### config.mk
export PLATFORM = sky130hd
export DESIGN_NAME = core_bus_bridge
export DESIGN_NICKNAME = d
export VERILOG_FILES = /design/src/rtl/titan_bus_pkg.sv /design/src/rtl/titan_addr_decode.sv /design/src/rtl/core_bus_bridge.sv
export SDC_FILE = /design/constraint.sdc
export NUM_CORES = 1
export LEC_CHECK = 0
export ABC_AREA = 1
export CORE_MARGIN = 10
export CORE_UTILIZATION = 29
export DETAILED_ROUTE_END_ITERATION = 12
export PLACE_DENSITY = 0.57
export REMOVE_ABC_BUFFERS = 1
export SYNTH_ARGS = -nofsm -noshare
export SYNTH_HDL_FRONTEND = slang
export SYNTH_SLANG_ARGS = --single-unit
### constraint.sdc
create_clock -name clk_i -period 4.41 [get_ports clk_i]
set_input_delay 1.323 -clock clk_i [delete_from_list [all_inputs] [get_ports clk_i]]
set_output_delay 1.323 -clock clk_i [all_outputs]
set_load 0.005 [all_outputs]
### src/rtl/titan_bus_pkg.sv
// Shared opcode constants, FSM state encoding and index-width helper for the core bus bridge.
package titan_bus_pkg;

  localparam logic [7:0] OP_NOP    = 8'h00;
  localparam logic [7:0] OP_WRITE  = 8'h01;
  localparam logic [7:0] OP_READ   = 8'h02;
  localparam logic [7:0] OP_RUN    = 8'h03;
  localparam logic [7:0] OP_STREAM = 8'h04;

  typedef enum logic [1:0] {
    ST_IDLE     = 2'd0,
    ST_RUN_WAIT = 2'd1,
    ST_STREAM   = 2'd2
  } bridge_state_t;

  // Width of an index into a bank of n registers; a single-entry bank still gets one bit.
  function automatic int unsigned idxWidth(input int unsigned n);
    return (n > 1) ? $clog2(n) : 1;
  endfunction

endpackage

### src/rtl/titan_addr_decode.sv
// Window decoder: turns a bus address into a hit flag plus an input or output register index.
// All comparisons are done on a 64-bit widened address so the window never aliases at its end
// or at the top of the address space.
module titan_addr_decode
  import titan_bus_pkg::*;
#(
  parameter int unsigned TOTAL_INPUTS  = 2,
  parameter int unsigned TOTAL_OUTPUTS = 1,
  parameter int unsigned START_ADDRESS = 0,
  parameter int unsigned DATA_WIDTH    = 32,
  parameter int unsigned ADDR_WIDTH    = 24
) (
  input  logic [ADDR_WIDTH-1:0]              i_address,
  output logic                               o_hit,
  output logic                               o_is_input,
  output logic [idxWidth(TOTAL_INPUTS)-1:0]  o_in_index,
  output logic [idxWidth(TOTAL_OUTPUTS)-1:0] o_out_index
);

  localparam int unsigned IN_W  = idxWidth(TOTAL_INPUTS);
  localparam int unsigned OUT_W = idxWidth(TOTAL_OUTPUTS);

  localparam logic [63:0] START64 = 64'(START_ADDRESS);
  localparam logic [63:0] END64   = START64 + 64'(TOTAL_INPUTS) + 64'(TOTAL_OUTPUTS);
  localparam logic [63:0] SPACE64 = 64'd1 << ADDR_WIDTH;

  // Refuse to build a bridge with an empty bank, zero-width data or a window past the address space.
  if (TOTAL_INPUTS == 0 || TOTAL_OUTPUTS == 0 || DATA_WIDTH == 0 || END64 > SPACE64) begin : g_bad_params
    $error("titan_addr_decode: illegal parameter set");
  end

  logic [63:0] w_addr64;

  // Compare the widened address against the window and derive per-bank register indices.
  always_comb begin
    w_addr64    = 64'(i_address);
    o_hit       = (w_addr64 >= START64) && (w_addr64 < END64);
    o_is_input  = o_hit && ((w_addr64 - START64) < 64'(TOTAL_INPUTS));
    o_in_index  = IN_W'(w_addr64 - START64);
    o_out_index = OUT_W'(w_addr64 - START64 - 64'(TOTAL_INPUTS));
  end

endmodule

### src/rtl/core_bus_bridge.sv
// Bus bridge between an opcode-driven bus and a compute core: input registers feed the core,
// output registers capture its results on completion and can be read back or streamed out.
module core_bus_bridge
  import titan_bus_pkg::*;
#(
  parameter int unsigned TOTAL_INPUTS  = 2,
  parameter int unsigned TOTAL_OUTPUTS = 1,
  parameter int unsigned START_ADDRESS = 0,
  parameter int unsigned DATA_WIDTH    = 32,
  parameter int unsigned ADDR_WIDTH    = 24
) (
  input  logic                                clk_i,
  input  logic                                rst_i,
  input  logic [7:0]                          instruction_i,
  input  logic [ADDR_WIDTH-1:0]               address_i,
  input  logic [DATA_WIDTH-1:0]               value_i,
  output logic [DATA_WIDTH-1:0]               result_o,
  output logic [DATA_WIDTH-1:0]               stream_o,
  output logic                                stream_valid_o,
  output logic                                stream_last_o,
  output logic [TOTAL_INPUTS*DATA_WIDTH-1:0]  core_inputs_o,
  input  logic [TOTAL_OUTPUTS*DATA_WIDTH-1:0] core_outputs_i,
  output logic                                core_start_o,
  input  logic                                core_done_i,
  output logic                                busy_o,
  output logic                                hit_o
);

  localparam int unsigned IN_W  = idxWidth(TOTAL_INPUTS);
  localparam int unsigned OUT_W = idxWidth(TOTAL_OUTPUTS);

  logic [DATA_WIDTH-1:0] r_in_regs  [TOTAL_INPUTS];
  logic [DATA_WIDTH-1:0] r_out_regs [TOTAL_OUTPUTS];
  bridge_state_t         r_state;
  logic [DATA_WIDTH-1:0] r_result;
  logic                  r_hit;
  logic                  r_start;
  logic                  r_busy;
  logic [DATA_WIDTH-1:0] r_stream;
  logic                  r_stream_valid;
  logic                  r_stream_last;
  logic [OUT_W-1:0]      r_stream_idx;

  logic                  w_hit;
  logic                  w_is_input;
  logic [IN_W-1:0]       w_in_index;
  logic [OUT_W-1:0]      w_out_index;
  logic                  w_known_op;
  logic [DATA_WIDTH-1:0] w_read_data;

  titan_addr_decode #(
    .TOTAL_INPUTS  (TOTAL_INPUTS),
    .TOTAL_OUTPUTS (TOTAL_OUTPUTS),
    .START_ADDRESS (START_ADDRESS),
    .DATA_WIDTH    (DATA_WIDTH),
    .ADDR_WIDTH    (ADDR_WIDTH)
  ) u_decode (
    .i_address   (address_i),
    .o_hit       (w_hit),
    .o_is_input  (w_is_input),
    .o_in_index  (w_in_index),
    .o_out_index (w_out_index)
  );

  // Pick the addressed register for READ and flag opcodes that count as real instructions.
  always_comb begin
    w_known_op  = (instruction_i != OP_NOP) && (instruction_i <= OP_STREAM);
    w_read_data = r_out_regs[w_out_index];
    if (w_is_input) begin
      w_read_data = r_in_regs[w_in_index];
    end
  end

  // Input registers, READ result and hit flag; writes are locked out while the FSM is busy.
  always_ff @(posedge clk_i) begin
    if (rst_i) begin
      for (int i = 0; i < TOTAL_INPUTS; i++) begin
        r_in_regs[i] <= '0;
      end
      r_result <= '0;
      r_hit    <= 1'b0;
    end else begin
      if (w_known_op) begin
        r_hit <= w_hit;
      end
      if (instruction_i == OP_READ && w_hit) begin
        r_result <= w_read_data;
      end
      if (instruction_i == OP_WRITE && w_is_input && r_state == ST_IDLE) begin
        r_in_regs[w_in_index] <= value_i;
      end
    end
  end

  // Control FSM: launches the core, captures its results and streams the output registers.
  always_ff @(posedge clk_i) begin
    if (rst_i) begin
      r_state        <= ST_IDLE;
      r_start        <= 1'b0;
      r_busy         <= 1'b0;
      r_stream       <= '0;
      r_stream_valid <= 1'b0;
      r_stream_last  <= 1'b0;
      r_stream_idx   <= '0;
      for (int j = 0; j < TOTAL_OUTPUTS; j++) begin
        r_out_regs[j] <= '0;
      end
    end else begin
      r_start <= 1'b0;
      case (r_state)
        ST_IDLE: begin
          if (instruction_i == OP_RUN) begin
            r_start <= 1'b1;
            r_busy  <= 1'b1;
            r_state <= ST_RUN_WAIT;
          end else if (instruction_i == OP_STREAM) begin
            r_stream       <= r_out_regs[0];
            r_stream_valid <= 1'b1;
            r_stream_last  <= (TOTAL_OUTPUTS == 1);
            r_stream_idx   <= OUT_W'(1);
            r_busy         <= 1'b1;
            r_state        <= ST_STREAM;
          end
        end
        ST_RUN_WAIT: begin
          if (core_done_i) begin
            for (int j = 0; j < TOTAL_OUTPUTS; j++) begin
              r_out_regs[j] <= core_outputs_i[j*DATA_WIDTH +: DATA_WIDTH];
            end
            r_busy  <= 1'b0;
            r_state <= ST_IDLE;
          end
        end
        ST_STREAM: begin
          if (r_stream_last) begin
            r_stream       <= '0;
            r_stream_valid <= 1'b0;
            r_stream_last  <= 1'b0;
            r_stream_idx   <= '0;
            r_busy         <= 1'b0;
            r_state        <= ST_IDLE;
          end else begin
            r_stream      <= r_out_regs[r_stream_idx];
            r_stream_last <= (r_stream_idx == OUT_W'(TOTAL_OUTPUTS - 1));
            r_stream_idx  <= r_stream_idx + OUT_W'(1);
          end
        end
        default: begin
          r_busy  <= 1'b0;
          r_state <= ST_IDLE;
        end
      endcase
    end
  end

  // Flatten the input register bank onto the core bus, index 0 in the least significant word.
  for (genvar g = 0; g < TOTAL_INPUTS; g++) begin : g_core_in
    assign core_inputs_o[g*DATA_WIDTH +: DATA_WIDTH] = r_in_regs[g];
  end

  assign result_o       = r_result;
  assign stream_o       = r_stream;
  assign stream_valid_o = r_stream_valid;
  assign stream_last_o  = r_stream_last;
  assign core_start_o   = r_start;
  assign busy_o         = r_busy;
  assign hit_o          = r_hit;

endmodule

==> impl_metrics.tcl <==
set metrics [dict create \
    tritoncts "yes" \
    setup_viol 0 \
    yosys.area.top_type "edfxtp_1" \
    wire_per_inst_um 17.25 \
    gp_congestion 0.7434 \
    ir_drop_uv 246.3 \
    synth.most_common_cell "nand2_1" \
    die_width_um 182.6 \
    clockBufferDepth 2 \
    overflow 0 \
    ys_seq_elements 167 \
    cp_common_cell "nand2_2" \
    finalCriticalPeriod_ps 3343 \
    initialDrtViolationCount 443 \
    critPathMaxStageDelay_ps 430 \
    vias 6624 \
    rsz0062_at_grt "false" \
    stdcell_count 1481 \
    antenna_cells 0 \
    r2r_slack_ps 2290 \
    fmax_ghz 0.2991 \
    synth_top_cell_area_share 0.3762 \
    ant_nets 0 \
    grt_pass1_vias 6658 \
    synth-edff-count 96 \
    combPwrFrac 0.070 \
    skew_ps 9.592 \
    ios 232 \
    postCtsSetupRepairBufs 0 \
    async_flop_share 0 \
    drive_above_1_share 0.08290 \
    slew_headroom 0.4172 \
    p_leak_uw 0.004500 \
    crit_buf_inv 2 \
    port_buffers 231 \
    crit_path_start_kind "input port" \
    cts_resized 0 \
    synth_cell_types 29 \
    yosysSeqAreaShare 0.5616 \
    grt_max_degree 46 \
    critical_path.top_delay_family "simple AND/OR/NAND/NOR gates" \
    synthCells 921 \
    hold_path.class "reg2reg" \
    worstSkewPairLatency_ps 430 \
    drt-total-wl_um 25550 \
    ys.flop_type "edfxtp_1" \
    start_util 0.2941 \
    clock-sinks 167 \
    swShare 0.2275 \
    final_core_util 0.4188 \
    root_buffer "clkbuf_16" \
    std_cell_rows 59 \
    slowest_stage "nor2_4" \
    ys_warn_count 0 \
    internal_power_uw 2769 \
    criticalPathCategory "in2reg" \
    cp-end-kind "register" \
    max-cap-violations 0 \
    antenna_found_initial 0 \
    crit_required_ps 4530 \
    synthTopCellsByArea "edfxtp_1, dfxtp_1, nand2_1, nor2_1, inv_1" \
    cts_inserted_buffers 17 \
    area_growth_pct 42.42 \
    worst_ep_arrival_time_ps 3470 \
    grt_pass1_wl_um 38920 \
    die_h_um 182.6 \
    timing.final.crit_share 0.7581 \
    worstMarginPinSlew_ps 872.2 \
    hold_violations 0 \
    power_uw 3585 \
    dp_hpwl_um 17930 \
    slew_viol_final 0 \
    crit_chain "clkdlybuf4s50_1 > nor2_2 > nand2_2 > nor2_4 > nand3_4 > nor2_2 > nand2_2 > nand2_2 > buf_12" \
    powerDensity_nw_per_um2 328.5 \
    crit_fanout 20 \
    netSwitchingPower_uw 815.6 \
    path_clk_slew_ps 70 \
    p_seq_frac 0.470 \
    drt_pre_antenna_iters 5 \
    synthTopCellsByCount "nand2_1, nor2_1, inv_1" \
    drc 0 \
    fin_tns_setup_ps 0 \
    whs_ps 462.5 \
    ctsHoldBuffers 0 \
    core-area_um2 26060 \
    p_clk_frac 0.461 \
    grt_usage 0.1498 \
    outcome "completed" \
    syn_avg_cell_area_um2 8.321 \
    synth_area_um2 7664 \
    htree_num_levels 4 \
    layout.nets 1232 \
    dpl.cell_count 1449 \
    dieArea_um2 33330 \
    viasPerCell 4.473 \
]
-- cells by family (layout without fill, tap and decap cells) --
kind of cell	after synthesis	in the layout	synth area share
AND/OR/NAND/NOR	462	462	0.2573
buffers and inverters	177	402	0.09453
flip-flops	167	167	0.5616
AO/OA/AOI/OAI	115	115	0.08653
-- flip-flops by register name, indices dropped and copies added (netlist names) --
signal	cells
core_start_o	1
result_o	32
stream_o	32
r_out_regs	32
busy_o	1
stream_last_o	1
r_state	2
stream_valid_o	1
r_in_regs	64
hit_o	1
-- worst paths after layout --
path | from | to | cells after the start
worst max-delay path | address_i[3] | r_in_regs[0][12] | 9
worst min-delay path | stream_o[28] | stream_o[28] | 2
worst max register to register | r_state[0] | stream_o[31] | 4
worst min register to register | stream_o[28] | stream_o[28] | 2
-- metrics by stage --
step	instance area (um2)	setup slack, ps
final	10910	1067
after global routing	10910	901.6
after CTS	10910	1072
after detailed placement	10280	624.0
after global placement	10280	639.6
after floorplan	7412	158.1
-- power by group through the flow --
stage	logic, uW	registers [uW]	clock network (uW)
finish	250	1680	1650
global route	273	1690	1750
CTS	254	1680	1690
detailed placement	253	1720	0
global placement	252	1720	0
floorplan	74.6	1720	0
-- metal layers --
metal | vias to the layer above | share of wire | track usage
li1 | 3335 | - | -
met1 | 3070 | 0.42 | 0.1769
met2 | 207 | 0.50 | 0.2584
met3 | 12 | 0.072 | 0.04886
met4 | 0 | 0.0085 | 0.03287
met5 | - | 0 | 0
-- placed cells by master (no fill, tap or decap), types with 2 or more instances in the layout --
master	netlist	final
nor2_4	3	4
a21oi_2	10	10
inv_6	0	7
o21ai_0	13	13
bufinv_16	0	4
clkbuf_16	0	17
a21boi_0	17	17
inv_1	123	122
nand2_2	3	7
a21boi_1	2	2
edfxtp_1	96	96
clkdlybuf4s50_1	0	229
nor2_2	5	5
buf_4	3	12
nor2_1	165	164
nor2_8	2	2
dfxtp_1	71	70
nand3_1	43	43
a21oi_1	71	71
nor3_1	3	3
nand4_1	14	14
inv_2	3	3
nand2_1	208	204
buf_2	15	2
or2_2	13	13
-- worst reg2reg max path, stage by stage (launching register included) --
cell and delay [ps]:
dfxtp_1 390, inv_2 620, nand2_2 670, nand2_1 230
a21oi_1 80
-- layout make-up --
class                           instances  area (um2)
Timing Repair Buffer                  244        2412
Sequential cell                       167        4305
Clock inverter                         14       209.0
Fill cell                            2626       15140
Multi-Input combinational cell        577        2666
Clock buffer                           18       429.2
Inverter                              126       473.0
Tap cell                              335       419.2
(Power assumes the default switching activity.)
